## config.mk

```make
export PLATFORM = sky130hd
export DESIGN_NAME = cache_refill_ctrl
export DESIGN_NICKNAME = d
export VERILOG_FILES = /design/src/rtl/cache_pkg.sv /design/src/rtl/sat_counter.sv /design/src/rtl/cache_refill_ctrl.sv
export SDC_FILE = /design/constraint.sdc
export NUM_CORES = 1
export LEC_CHECK = 0
export ABC_CLOCK_PERIOD_IN_PS = 7700
export CAP_MARGIN = 20
export CORE_ASPECT_RATIO = 0.5
export CORE_MARGIN = 4
export CORE_UTILIZATION = 25
export CTS_CLUSTER_DIAMETER = 30
export DETAILED_ROUTE_END_ITERATION = 8
export PLACE_DENSITY = 0.47
export REMOVE_ABC_BUFFERS = 1
export SYNTH_ARGS = -nofsm -noshare
export SYNTH_HDL_FRONTEND = slang
export SYNTH_SLANG_ARGS = --single-unit
```

## constraint.sdc

```tcl
create_clock -name CLK -period 7.7 [get_ports CLK]
set_input_delay 0.77 -clock CLK [delete_from_list [all_inputs] [get_ports CLK]]
set_output_delay 0.77 -clock CLK [all_outputs]
set_load 0.05 [all_outputs]
```

## src/rtl/cache_pkg.sv

```systemverilog
// Shared types and constants for the cache refill path.
package cache_pkg;

  localparam int WORD_W         = 32;
  localparam int ADDR_W         = 32;
  localparam int DC_BLOCK_WORDS = 2;
  localparam int IC_BLOCK_WORDS = 4;

  typedef enum logic [1:0] {
    IDLE = 2'b00,
    REQ  = 2'b01,
    WAIT = 2'b10,
    DONE = 2'b11
  } refill_state_t;

endpackage

```

## src/rtl/sat_counter.sv

```systemverilog
// Up-counter that sticks at all-ones instead of wrapping.
module sat_counter #(
  parameter int W = 32
) (
  input  logic         i_clk,
  input  logic         i_rst,
  input  logic         i_en,
  output logic [W-1:0] o_count
);

  logic [W-1:0] r_count;

  // Count enabled events, holding once every bit is set
  always_ff @(posedge i_clk or posedge i_rst) begin
    if (i_rst) begin
      r_count <= {W{1'b0}};
    end else if (i_en && (r_count != {W{1'b1}})) begin
      r_count <= r_count + W'(1'b1);
    end else begin
      r_count <= r_count;
    end
  end

  assign o_count = r_count;

endmodule

```

## src/rtl/cache_refill_ctrl.sv

```systemverilog
// Miss-refill engine: fetches one cache block word by word from memory
// and hands the assembled block to the cache with a one-cycle dready pulse.
module cache_refill_ctrl
  import cache_pkg::*;
#(
  parameter int BLOCK_WORDS = DC_BLOCK_WORDS,
  parameter int CNT_W       = 32
) (
  input  logic                          CLK,
  input  logic                          RESET,
  input  logic                          miss_req,
  input  logic [ADDR_W-1:0]             miss_addr,
  output logic                          busy,
  output logic [WORD_W*BLOCK_WORDS-1:0] datain,
  output logic                          dready,
  output logic                          mem_req,
  output logic [ADDR_W-1:0]             mem_addr,
  input  logic                          mem_ack,
  input  logic                          mem_rvalid,
  input  logic [WORD_W-1:0]             mem_rdata,
  output logic [CNT_W-1:0]              refill_count
);

  localparam int OFF = $clog2(BLOCK_WORDS);
  localparam logic [ADDR_W-1:0] OFS_MASK  = ADDR_W'((1 << (OFF + 2)) - 1);
  localparam logic [OFF-1:0]    LAST_WIDX = OFF'(BLOCK_WORDS - 1);

  refill_state_t                 r_state, w_state_nxt;
  logic [ADDR_W-1:0]             r_base, w_base_nxt;
  logic [OFF-1:0]                r_widx, w_widx_nxt;
  logic                          w_word_wr;
  logic                          w_cnt_en;
  logic [WORD_W*BLOCK_WORDS-1:0] r_datain;
  logic                          r_busy;
  logic                          r_dready;
  logic                          r_mem_req;
  logic [ADDR_W-1:0]             r_mem_addr;

  // Next-state, base latch and word-index advance
  always_comb begin
    w_state_nxt = r_state;
    w_base_nxt  = r_base;
    w_widx_nxt  = r_widx;
    w_word_wr   = 1'b0;
    case (r_state)
      IDLE: begin
        if (miss_req) begin
          w_state_nxt = REQ;
          w_base_nxt  = miss_addr & ~OFS_MASK;
          w_widx_nxt  = {OFF{1'b0}};
        end else begin
          w_state_nxt = IDLE;
        end
      end
      REQ: begin
        if (mem_ack) begin
          w_state_nxt = WAIT;
        end else begin
          w_state_nxt = REQ;
        end
      end
      WAIT: begin
        if (mem_rvalid) begin
          w_word_wr = 1'b1;
          if (r_widx == LAST_WIDX) begin
            w_state_nxt = DONE;
          end else begin
            w_state_nxt = REQ;
            w_widx_nxt  = r_widx + OFF'(1'b1);
          end
        end else begin
          w_state_nxt = WAIT;
        end
      end
      DONE: begin
        w_state_nxt = IDLE;
      end
      default: begin
        w_state_nxt = IDLE;
      end
    endcase
  end

  // State, block base and word index registers
  always_ff @(posedge CLK or posedge RESET) begin
    if (RESET) begin
      r_state <= IDLE;
      r_base  <= {ADDR_W{1'b0}};
      r_widx  <= {OFF{1'b0}};
    end else begin
      r_state <= w_state_nxt;
      r_base  <= w_base_nxt;
      r_widx  <= w_widx_nxt;
    end
  end

  // Outputs registered from the next state so they track the state exactly
  always_ff @(posedge CLK or posedge RESET) begin
    if (RESET) begin
      r_busy     <= 1'b0;
      r_dready   <= 1'b0;
      r_mem_req  <= 1'b0;
      r_mem_addr <= {ADDR_W{1'b0}};
    end else begin
      r_busy    <= (w_state_nxt != IDLE);
      r_dready  <= (w_state_nxt == DONE);
      r_mem_req <= (w_state_nxt == REQ);
      if (w_state_nxt == REQ) begin
        r_mem_addr <= w_base_nxt | {{(ADDR_W-OFF-2){1'b0}}, w_widx_nxt, 2'b00};
      end else begin
        r_mem_addr <= r_mem_addr;
      end
    end
  end

  // Each returned word goes to its slot; word 0 occupies the top bits
  always_ff @(posedge CLK or posedge RESET) begin
    if (RESET) begin
      r_datain <= {(WORD_W*BLOCK_WORDS){1'b0}};
    end else begin
      for (int i = 0; i < BLOCK_WORDS; i++) begin
        if (w_word_wr && (r_widx == OFF'(i))) begin
          r_datain[WORD_W*(BLOCK_WORDS-i)-1 -: WORD_W] <= mem_rdata;
        end
      end
    end
  end

  assign w_cnt_en = (r_state == DONE);

  sat_counter #(
    .W(CNT_W)
  ) u_refill_cnt (
    .i_clk   (CLK),
    .i_rst   (RESET),
    .i_en    (w_cnt_en),
    .o_count (refill_count)
  );

  assign busy     = r_busy;
  assign datain   = r_datain;
  assign dready   = r_dready;
  assign mem_req  = r_mem_req;
  assign mem_addr = r_mem_addr;

endmodule

```

* Yosys cells after proc, flatten, opt, wreduce, memory -nomap -nowiden
Index checks and enable logic that the tools add are counted.
** Storage, ports and cells
- Register bits after elaboration :: 166
- Bits in latches :: 0
- Memory bits (writable) :: 0
- Bits in read-only memories :: 0
- Bits of input ports :: 69
- Output and inout bits :: 131
- Logic and storage cells :: 38
- Memories kept :: 0
** Operators by class
- Add/subtract/negate cells :: 2
- $mul :: 0
- Divide/modulo/power cells :: 0
- Magnitude comparators :: 0
- Equal/unequal tests :: 6
- Shift operators :: 0
- Multiplexer cells :: 13
- Bitwise operators :: 2
- Reduce and logical (&&, ||, !) cells :: 5
** Operators by type and width (number)
- $mux W32 :: 2
- $add A32 B1 Y32 const B :: 1
- $ne A32 B32 Y1 const B :: 1
- $or A32 B3 Y32 :: 1
- $pmux W2 S4 :: 1
- $eq A2 B2 Y1 const B :: 3
- $mux W1 :: 6
- $mux W2 :: 3
- $eq A2 B1 Y1 const B :: 2
- $logic_and A1 B1 Y1 :: 3
- $logic_not A2 Y1 :: 1
- $pmux W1 S2 :: 1
- $reduce_bool A2 Y1 :: 1
- $add A1 B1 Y1 const B :: 1
- $not A1 Y1 :: 1

* Depth between registers and ports, before layout
Gate-level depths: netlist of run 1.
- Depth after elaboration :: 5
- Depth in mapped cells :: 7
- Gate-level depth less buffers :: 6

* By module
From an unflattened synthesis of run 1, not the netlist that was laid out.
** Unflattened totals
- Cell total of the unflattened synthesis :: 439
- Area, all modules :: 6673.9 µm²
** Modules (own cells, without submodules)
- cache_refill_ctrl :: instances 1, cells an instance 300, area an instance 5112.4 µm², sequential area each 3353.2 µm²
- sat_counter :: instances 1, cells an instance 139, area an instance 1561.5 µm², sequential area each 800.8 µm²

* Worst setup path before layout of run 1
No wires, ideal clock.
- Kind :: reg2reg
- Start point :: register u_refill_cnt.r_count[0] (netlist: u_refill_cnt.o_count[0])
- End point :: register u_refill_cnt.r_count[1] (netlist: u_refill_cnt.o_count[1])
- Setup time :: 125 ps
- Data arrival time :: 2107 ps
- Data required time :: 7575 ps
- Slack :: 5468 ps
- Stages on the path, launching flop included :: 7
- Buffers on the path :: 1
- Period minus slack after synthesis :: 2232 ps
- Cells stage by stage :: dfrtp_1 > ha_1 > nand3_1 > nor4_4 > a31oi_2 > buf_6 > mux2_4
** On the way
- Word-level cells in the longest chain between the ends :: 2
- Elaborated cells on any way between the ends :: 3
- Classes of those cells :: 1 x add/sub; 1 x eq/ne; 1 x reduce/logical
** Ends and longest elaborated chain
- start: declaration :: RTL line sat_counter.sv:11 : logic [W-1:0] r_count;
- start signal: assignment :: RTL line sat_counter.sv:16 : r_count <= {W{1'b0}};
- start signal: assignment :: RTL line sat_counter.sv:18 : r_count <= r_count + W'(1'b1);
- start signal: assignment :: RTL line sat_counter.sv:20 : r_count <= r_count;
- parallel branches: the longest is 2 deep, another holds $add A32 B1 Y32
Several ways; the timed one is not identified.
A chain may end at the register's enable or synchronous reset.

* Final worst setup path of run 1
- Start point :: register u_refill_cnt.r_count[7] (netlist: u_refill_cnt.o_count[7])
- End point :: output refill_count[7]
** RTL lines
- end: declaration :: RTL line cache_refill_ctrl.sv:21 : output logic [CNT_W-1:0] refill_count
No word-level cell between the ends.

==> results of run 1 <==
==> state kept, by name (all words and copies together) (netlist names) <==
name / count
datain: 64
mem_addr: 32
r_base: 32
u_refill_cnt.o_count: 32
r_state: 2
busy: 1
dready: 1
mem_req: 1
r_widx: 1
==> per-stage QoR <==
stage / area, um^2 / instances / hold slack (ns)
after floorplan: 6480 / 428 / 0.469
after global placement: 8920 / 970 / 0.476
after detailed placement: 8920 / 970 / 0.478
after CTS: 9520 / 1002 / 0.493
after global routing: 9570 / 1004 / 0.504
final: 9570 / 1004 / 0.488
==> power groups by stage <==
stage / clock network [W] / logic, W / registers (W)
after global routing: 0.000948 / 0.00220 / 0.00141
after floorplan: 0 / 0.000529 / 0.00225
after global placement: 0 / 0.00211 / 0.00138
after CTS: 0.000912 / 0.00213 / 0.00137
final: 0.000874 / 0.00211 / 0.00137
after detailed placement: 0 / 0.00212 / 0.00139
==> final timing paths <==
kind / from / depth (start not counted) / to
max in group asynchronous: RESET / 3 / mem_addr[16]
min: mem_addr[2] / 2 / mem_addr[2]
max reg2reg: r_state[1] / 3 / datain[54]
min in group asynchronous: RESET / 2 / datain[20]
min reg2reg: mem_addr[2] / 2 / mem_addr[2]
max: u_refill_cnt.o_count[7] / 1 / refill_count[7]
==> synthesized netlist by cell type <==
| cell type | n | share of area, % |
|---|---|---|
| a21oi_1 | 1 | 0.076 |
| a311oi_2 | 1 | 0.23 |
| a31oi_1 | 2 | 0.19 |
| a31oi_2 | 1 | 0.19 |
| and2_1 | 2 | 0.19 |
| and3_1 | 4 | 0.38 |
| and3_2 | 1 | 0.11 |
| and3b_1 | 1 | 0.13 |
| and4_1 | 2 | 0.27 |
| and4_2 | 1 | 0.15 |
| and4bb_2 | 1 | 0.19 |
| buf_2 | 10 | 0.76 |
| buf_4 | 3 | 0.34 |
| buf_6 | 1 | 0.17 |
| clkbuf_1 | 2 | 0.11 |
| dfrtp_1 | 166 | 63 |
| ha_1 | 1 | 0.19 |
| inv_1 | 5 | 0.29 |
| mux2_1 | 1 | 0.17 |
| mux2_2 | 123 | 21 |
| mux2_4 | 1 | 0.23 |
| nand2_1 | 19 | 1.1 |
| nand2b_1 | 3 | 0.29 |
| nand3_1 | 10 | 0.76 |
| nand4_1 | 14 | 1.3 |
| nand4_2 | 1 | 0.19 |
| nand4_4 | 1 | 0.32 |
| nor2_1 | 11 | 0.63 |
| nor2b_1 | 5 | 0.48 |
| nor3_1 | 10 | 0.76 |
| nor4_1 | 1 | 0.095 |
| nor4_4 | 1 | 0.32 |
| nor4b_1 | 1 | 0.13 |
| o211ai_4 | 1 | 0.32 |
| o21ai_0 | 1 | 0.076 |
| o21bai_2 | 1 | 0.17 |
| o22ai_1 | 1 | 0.095 |
| or2b_1 | 1 | 0.11 |
| or3_1 | 2 | 0.19 |
| xnor2_1 | 21 | 2.8 |
| xor2_1 | 9 | 1.2 |
==> routing by layer <==
metal / track usage (%) / up-vias / wire length [um]
li1: - / 1985 / -
met1: 14.1 / 2145 / 7040
met2: 20.3 / 49 / 8940
met3: 2.81 / 23 / 470
met4: 5.87 / 0 / 406
met5: 0 / - / 0
==> kinds of logic after synthesis <==
| family | Yosys count |
|---|---|
| DFF | 166 |
| buffers and inverters | 21 |
| and+or+nand+nor | 92 |
| adders and majority gates | 1 |
| xor gates and xnor gates | 30 |
| muxes | 125 |
| AOI/OAI and AO/OA | 9 |
==> tightest hold or removal path: cells and delay by family (launching register included) <==
kind,cells,cell delay (ns)
AOI/OAI and AO/OA,1,0.06
and+or+nand+nor,1,0.05
DFF,1,0.34
==> layout make-up <==
cell class              count  area, um^2
fillers                  2447       16000
flip-flops and latches    166        4150
multi-input cells         257        2330
clock buffers              20         447
clock inverters            12         153
inverters                   5        23.8
well taps                 344         430
repair buffers            200        2030
==> impl_metrics.env, run 1 <==
export IMPL_powerDensity_nw_per_um2=455
export IMPL_finalCriticalPeriod_ns=2.60
export IMPL_final_antenna_net_count=0
export IMPL_pwr_share_seq_pct=31.4
export IMPL_cpMaxStageDelayCell="clkdlybuf4s50_1"
export IMPL_pwr_share_clk_pct=20.1
export IMPL_rsz0062_at_grt="false"
export IMPL_die_w_um=237
export IMPL_drt_pass1_iterations=4
export IMPL_rows=41
export IMPL_internal_power_w=0.00255
export IMPL_synth_mux_area_fraction_pct=21.5
export IMPL_dp_hpwl_um=12000
export IMPL_final_nets=717
export IMPL_finalSetupTns_ns=0
export IMPL_die_y_um=123
export IMPL_vdd_ir_drop_max_v=0.000193
export IMPL_drv_slew=0
export IMPL_finalHoldViolations=0
export IMPL_cts_num_sinks=166
export IMPL_worstHoldPathType="flip-flop to flip-flop"
export IMPL_crit_arrival_ns=1.83
export IMPL_layout_commonest_cell="clkdlybuf4s50_1"
export IMPL_finClkSkew_ns=0.00630
export IMPL_dr_total_vias=4202
export IMPL_worstSetupEndpointType="primary output"
export IMPL_syn_inst=444
export IMPL_via_per_inst=4.19
export IMPL_portBuffers=196
export IMPL_antennaDiodeCount=0
export IMPL_swShare_pct=41.4
export IMPL_io_pins=200
export IMPL_dieArea_um2=29100
export IMPL_grt_pass1_wl_um=26200
export IMPL_synth_simple_area_share_pct=8.13
export IMPL_wire_per_inst_um=16.8
export IMPL_ys_seq_elements=166
export IMPL_insertion_delay_ns=0.43
export IMPL_grt_max_degree=111
export IMPL_crit_family="buffers and inverters"
export IMPL_drtIter0Drc=146
export IMPL_final_util_pct=37.5
export IMPL_dp_slack_ns=4.61
export IMPL_p_comb_share_pct=48.5
export IMPL_seq_area_frac_synth_pct=63.2
export IMPL_grt_ovfl_total=0
export IMPL_cts_resized_gates=0
export IMPL_grtUsageTotal_pct=11.8
export IMPL_cp_start_kind="flip-flop"
export IMPL_start_util_pct=25.7
export IMPL_outcome="complete, no violations"
export IMPL_finalWirelength_um=16800
export IMPL_fin_crit_sh_pct=33.8
export IMPL_synth_top_family_by_area="multiplexers"
export IMPL_synth_area_um2=6570
export IMPL_drv_cap=0
export IMPL_drc=0
export IMPL_clk_path_buf_depth=2
export IMPL_path_clk_slew_ns=0.06
export IMPL_core_um2=25500
export IMPL_syn_to_final_growth_pct=45.6
export IMPL_final_cell_mix="clkdlybuf4s50_1 (196), dfrtp_1 (166), mux2_2 (123), xnor2_1 (21), nand2_1 (19)"
export IMPL_htreeDepth=4
export IMPL_synthAdderAreaFrac_pct=0.190
export IMPL_slew_limit_headroom_pct=29.0
export IMPL_r2r_setup_slack_ns=5.40
export IMPL_cts_hold_buf=0
export IMPL_cts_made_buffers=17
export IMPL_gp_congestion=0.724
export IMPL_critPathRequiredTime_ns=6.93
export IMPL_drive_above_1_share_pct=25.9
export IMPL_cts_tree="done"
export IMPL_yosysWarnings=0
export IMPL_antenna_found_initial=0
export IMPL_path_max_fanout=8
export IMPL_worst_slew_pin_slew_ns=1.06
export IMPL_synth_compound_area_share_pct=1.35
export IMPL_setup_viol=0
export IMPL_critPathKind="flip-flop to primary output"
export IMPL_synth_xor_area_share_pct=4.00
export IMPL_syn_avg_cell_area_um2=14.8
export IMPL_max_freq_mhz=385
export IMPL_power_w=0.00435
export IMPL_crit_path_cell_trace="clkdlybuf4s50_1"
export IMPL_ys_types=41
export IMPL_cts_root_buf="clkbuf_16"
export IMPL_grt_pass1_vias=4459
export IMPL_power_switching_w=0.00180
export IMPL_cp_num_buf_inv=1
export IMPL_post_cts_buffers=0
export IMPL_p_leak_nw=4.03
export IMPL_critPathMaxStageDelay_ns=0.87
export IMPL_setup_slack_ns=5.10
Power figures use the tool's default switching activity.
==> run 2: changes to the inputs <==
- ABC_CLOCK_PERIOD_IN_PS: 7700 -> 2600
- clock period: 7.7 -> 2.6 ns (I/O delays scaled with it)
==> impl_metrics.env, run 2 (synthesized netlist as in run 1, its figures left out) <==
export IMPL_grt_pass1_wl_um=26500
export IMPL_final_cell_mix="clkdlybuf4s50_1 (196), dfrtp_1 (166), mux2_2 (123), xnor2_1 (21), nand2_1 (19)"
export IMPL_drtIter0Drc=218
export IMPL_cts_resized_gates=0
export IMPL_insertion_delay_ns=0.44
export IMPL_critPathRequiredTime_ns=2.96
export IMPL_syn_to_final_growth_pct=47.1
export IMPL_r2r_start="u_refill_cnt.o_count[0]"
export IMPL_io_pins=200
export IMPL_worst_slew_pin_slew_ns=0.735
export IMPL_pwr_share_seq_pct=31.3
export IMPL_finalSetupTns_ns=0
export IMPL_gp_congestion=0.717
export IMPL_grt_pass1_vias=4540
export IMPL_drive_above_1_share_pct=26.6
export IMPL_slew_limit_headroom_pct=50.9
export IMPL_p_leak_nw=4.07
export IMPL_path_clk_slew_ns=0.06
export IMPL_dp_hpwl_um=12200
export IMPL_layout_commonest_cell="clkdlybuf4s50_1"
export IMPL_die_y_um=123
export IMPL_critPathKind="flip-flop to flip-flop"
export IMPL_rsz0062_at_grt="false"
export IMPL_start_util_pct=25.7
export IMPL_die_w_um=237
export IMPL_cts_tree="done"
export IMPL_timing_rr_end="u_refill_cnt.o_count[19]"
export IMPL_hold_ws_ns=0.231
export IMPL_outcome="complete, no violations"
export IMPL_rows=41
export IMPL_p_comb_share_pct=48.3
export IMPL_worstSetupEndpointType="flip-flop"
export IMPL_final_nets=722
export IMPL_core_um2=25500
export IMPL_crit_start="u_refill_cnt.o_count[0]"
export IMPL_portBuffers=196
export IMPL_max_freq_mhz=462
export IMPL_drv_cap=0
export IMPL_grt_max_degree=52
export IMPL_grt_ovfl_total=0
export IMPL_path_max_fanout=7
export IMPL_swShare_pct=41.2
export IMPL_finalWirelength_um=16900
export IMPL_wire_per_inst_um=16.7
export IMPL_via_per_inst=4.20
export IMPL_finClkSkew_ns=0.00731
export IMPL_finalCriticalPeriod_ns=2.16
export IMPL_powerDensity_nw_per_um2=1340
export IMPL_final_area_um2=9670
export IMPL_dieArea_um2=29100
export IMPL_grtUsageTotal_pct=11.9
export IMPL_post_cts_buffers=0
export IMPL_drt_pass1_iterations=4
export IMPL_cts_num_sinks=166
export IMPL_dp_slack_ns=0.273
export IMPL_r2r_cells=6
export IMPL_cts_hold_buf=0
export IMPL_setup_viol=0
export IMPL_cts_made_buffers=17
export IMPL_r2r_setup_slack_ns=0.44
export IMPL_fin_crit_sh_pct=83.3
export IMPL_final_antenna_net_count=0
export IMPL_pwr_share_clk_pct=20.4
export IMPL_setup_slack_ns=0.435
export IMPL_clk_path_buf_depth=2
export IMPL_dpl_cell_area_um2=9040
export IMPL_crit_arrival_ns=2.53
export IMPL_worstHoldPathType="primary input to asynchronous set/reset pin"
export IMPL_largest_register_ffs=64
export IMPL_crit_end="u_refill_cnt.o_count[19]"
export IMPL_cts_root_buf="clkbuf_16"
export IMPL_drc=0
export IMPL_dr_total_vias=4251
export IMPL_drv_slew=0
export IMPL_finalHoldViolations=0
export IMPL_internal_power_w=0.00763
export IMPL_htreeDepth=4
export IMPL_cp_start_kind="flip-flop"
export IMPL_antenna_found_initial=2
export IMPL_vdd_ir_drop_max_v=0.000500
export IMPL_power_switching_w=0.00536
[run 2: critical path: stages (launching register included)]
cell,delay (ns)
dfrtp_1,0.43
ha_1,0.20
nand3_1,0.24
nor4_1,0.57
a311oi_2,0.34
nand4_1,0.20
xnor2_1,0.12
[run 2: through the flow]
| stage | utilization [%] | std cells | total power [W] |
|---|---|---|---|
| finish | 37.8 | 1011 | 0.0130 |
| global route | 37.8 | 1011 | 0.0136 |
| CTS | 37.8 | 1009 | 0.0132 |
| floorplan | - | 428 | 0.00823 |
| detailed placement | 35.4 | 977 | 0.0105 |
| global placement | 35.4 | 977 | 0.0104 |
[run 2: how the worst min path moves through the flow]
| stage | startpoint | end | slack [ns] | cells after the start |
|---|---|---|---|---|
| 2_1_floorplan | mem_rdata[23] | datain[55] | 0.39 | 1 |
| 3_3_place_gp | mem_addr[2] | mem_addr[2] | 0.47 | 2 |
| 3_5_place_dp | mem_addr[2] | mem_addr[2] | 0.48 | 2 |
| 4_1_cts | RESET | datain[56] | 0.24 | 2 |
| 5_1_grt | RESET | datain[56] | 0.26 | 2 |
| 6_report | RESET | datain[56] | 0.23 | 2 |
[run 2: metal layers]
layer,vias up,global-route usage (%),wire (um)
met5,-,0,0
met2,56,20.4,8850
met1,2175,14.0,6960
li1,1989,-,-
met4,0,6.05,616
met3,31,3.12,448
[run 2: layout make-up]
type	instances	area, um^2
clock inverters	11	148
diodes	2	5.00
well taps	344	430
inverters	5	23.8
multi-input cells	257	2330
clock buffers	21	470
repair buffers	205	2100
fillers	2451	15900
flip-flops and latches	166	4150
[run 2: power groups by stage]
stage / logic (W) / registers [W] / clock network (W)
4_1_cts: 0.00638 / 0.00408 / 0.00276
2_1_floorplan: 0.00157 / 0.00666 / 0
5_1_grt: 0.00656 / 0.00419 / 0.00287
6_report: 0.00627 / 0.00406 / 0.00265
3_5_place_dp: 0.00637 / 0.00412 / 0
3_3_place_gp: 0.00634 / 0.00408 / 0
==> run 3: changes to the inputs <==
- ABC_CLOCK_PERIOD_IN_PS: 2600 -> 1950
- PLACE_DENSITY: 0.47 -> 0.49
- clock period: 2.6 -> 1.95 ns (I/O delays scaled with it)
==> impl_metrics.env, run 3 (synthesized netlist as in run 1, its figures left out) <==
export IMPL_dr_total_vias=4338
export IMPL_path_clk_slew_ns=0.06
export IMPL_antennaDiodeCount=0
export IMPL_portBuffers=196
export IMPL_cp_start_kind="flip-flop"
export IMPL_final_nets=746
export IMPL_finalHoldViolations=0
export IMPL_drv_slew=0
export IMPL_rows=41
export IMPL_cts_num_sinks=166
export IMPL_power_w=0.0173
export IMPL_antenna_found_initial=0
export IMPL_crit_path_cell_trace="clkdlybuf4s50_1"
export IMPL_fillCellCount=2490
export IMPL_cts_tree="done"
export IMPL_drc=0
export IMPL_dieArea_um2=29100
export IMPL_rsz0062_at_grt="true"
export IMPL_insertion_delay_ns=0.43
export IMPL_layout_commonest_cell="clkdlybuf4s50_1"
export IMPL_setup_viol=0
export IMPL_gp_congestion=0.704
export IMPL_final_util_pct=38.5
export IMPL_grt_max_degree=46
export IMPL_cp_num_buf_inv=1
export IMPL_crit_family="buffers and inverters"
export IMPL_grt_pass1_wl_um=26900
export IMPL_htreeDepth=4
export IMPL_slew_limit_headroom_pct=61.6
export IMPL_io_pins=200
export IMPL_outcome="complete, no violations"
export IMPL_crit_arrival_ns=1.71
export IMPL_cpMaxStageDelayCell="clkdlybuf4s50_1"
export IMPL_fin_crit_sh_pct=97.8
export IMPL_r2r_start="u_refill_cnt.o_count[0]"
export IMPL_drv_cap=0
export IMPL_drt_pass1_iterations=4
export IMPL_drive_above_1_share_pct=29.8
export IMPL_grtUsageTotal_pct=12.2
export IMPL_core_um2=25500
export IMPL_worstSetupEndpointType="primary output"
export IMPL_powerDensity_nw_per_um2=1760
export IMPL_crit_start="u_refill_cnt.o_count[3]"
export IMPL_dp_hpwl_um=12600
export IMPL_finClkSkew_ns=0.00574
export IMPL_r2r_setup_slack_ns=0.10
export IMPL_start_util_pct=25.7
export IMPL_vdd_ir_drop_max_v=0.000765
export IMPL_worst_slew_pin_slew_ns=0.574
export IMPL_finalWirelength_um=17300
export IMPL_final_cell_mix="clkdlybuf4s50_1 (170), dfrtp_1 (166), mux2_2 (123), buf_4 (30), xnor2_1 (21)"
export IMPL_max_freq_mhz=524
export IMPL_path_max_fanout=4
export IMPL_cts_made_buffers=17
export IMPL_final_antenna_net_count=0
export IMPL_critPathMaxStageDelay_ns=0.84
export IMPL_worstHoldPathType="primary input to asynchronous set/reset pin"
export IMPL_p_leak_nw=4.39
export IMPL_cts_root_buf="clkbuf_16"
export IMPL_grt_ovfl_total=0
export IMPL_drtIter0Drc=206
export IMPL_largest_register_ffs=64
export IMPL_syn_to_final_growth_pct=49.5
export IMPL_critPathKind="flip-flop to primary output"
export IMPL_critPathRequiredTime_ns=1.75
export IMPL_via_per_inst=4.20
export IMPL_clk_path_buf_depth=2
export IMPL_finalCriticalPeriod_ns=1.91
export IMPL_wire_per_inst_um=16.8
export IMPL_grt_pass1_vias=4589
export IMPL_die_w_um=237
export IMPL_post_cts_buffers=0
export IMPL_die_y_um=123
## run 3: changes by cell type in the layout (fill, tap and decap cells not counted), moves of 2 or more
cell and change:
buf_12 +2, buf_4 +27, clkbuf_1 +4, clkbuf_8 -3, clkdlybuf4s50_1 -26, clkinv_2 +3, clkinvlp_4 -2, diode_2 -2
dlygate4sd2_1 +13, dlymetal6s2s_1 +8
## run 3: path summary, 6_finish.rpt
| check | to | cells past startpoint |
|---|---|---|
| worst max-delay path | refill_count[3] | 1 |
| worst min-delay path | u_refill_cnt.o_count[5] | 2 |
| worst max register to register | u_refill_cnt.o_count[1] | 6 |
| worst min register to register | mem_addr[2] | 2 |
| max in group asynchronous | datain[36] | 3 |
| min in group CLK | r_base[29] | 2 |
## run 3: per-layer routing
| layer | wire length, um | track usage [%] | vias to the layer above | share of wire [%] |
|---|---|---|---|---|
| li1 | - | - | 2036 | - |
| met1 | 6960 | 14.0 | 2234 | 40 |
| met2 | 9700 | 22.3 | 53 | 56 |
| met3 | 485 | 3.39 | 15 | 2.8 |
| met4 | 193 | 3.93 | 0 | 1.1 |
| met5 | 0 | 0 | - | 0 |
## run 3: where the power goes
part	internal (W)	switching, W
clock	0.00200	0.00135
combinational	0.00338	0.00516
sequential	0.00479	0.000618
total	0.0102	0.00712
## run 3: through the flow
stage | hold WS [ns] | setup TNS [ns] | setup WS [ns] | area, um^2 | instances
after CTS | 0.158 | 0 | 0.00267 | 9790 | 1033
after detailed placement | 0.475 | 0 | 0.0592 | 9230 | 1001
final | 0.165 | 0 | 0.0420 | 9830 | 1033
after floorplan | 0.330 | -524.16 | -2.74 | 6480 | 428
after global routing | 0.198 | -0.0537 | -0.0371 | 9830 | 1033
after global placement | 0.468 | 0 | 0.0624 | 9230 | 1001
## run 3: final cells by class
type	count	area, um^2	area share (%)
inverters	5	23.8	0.242
well taps	344	430	4.38
clock buffers	22	444	4.52
flip-flops and latches	166	4150	42.3
multi-input cells	257	2350	23.9
repair buffers	229	2300	23.4
clock inverters	10	130	1.32
## run 3: repair_timing
item	4_1_cts	5_1_grt
hold buffers	0	0
gates resized for setup	13	12
pin swaps	0	2
setup endpoints to repair	13	22
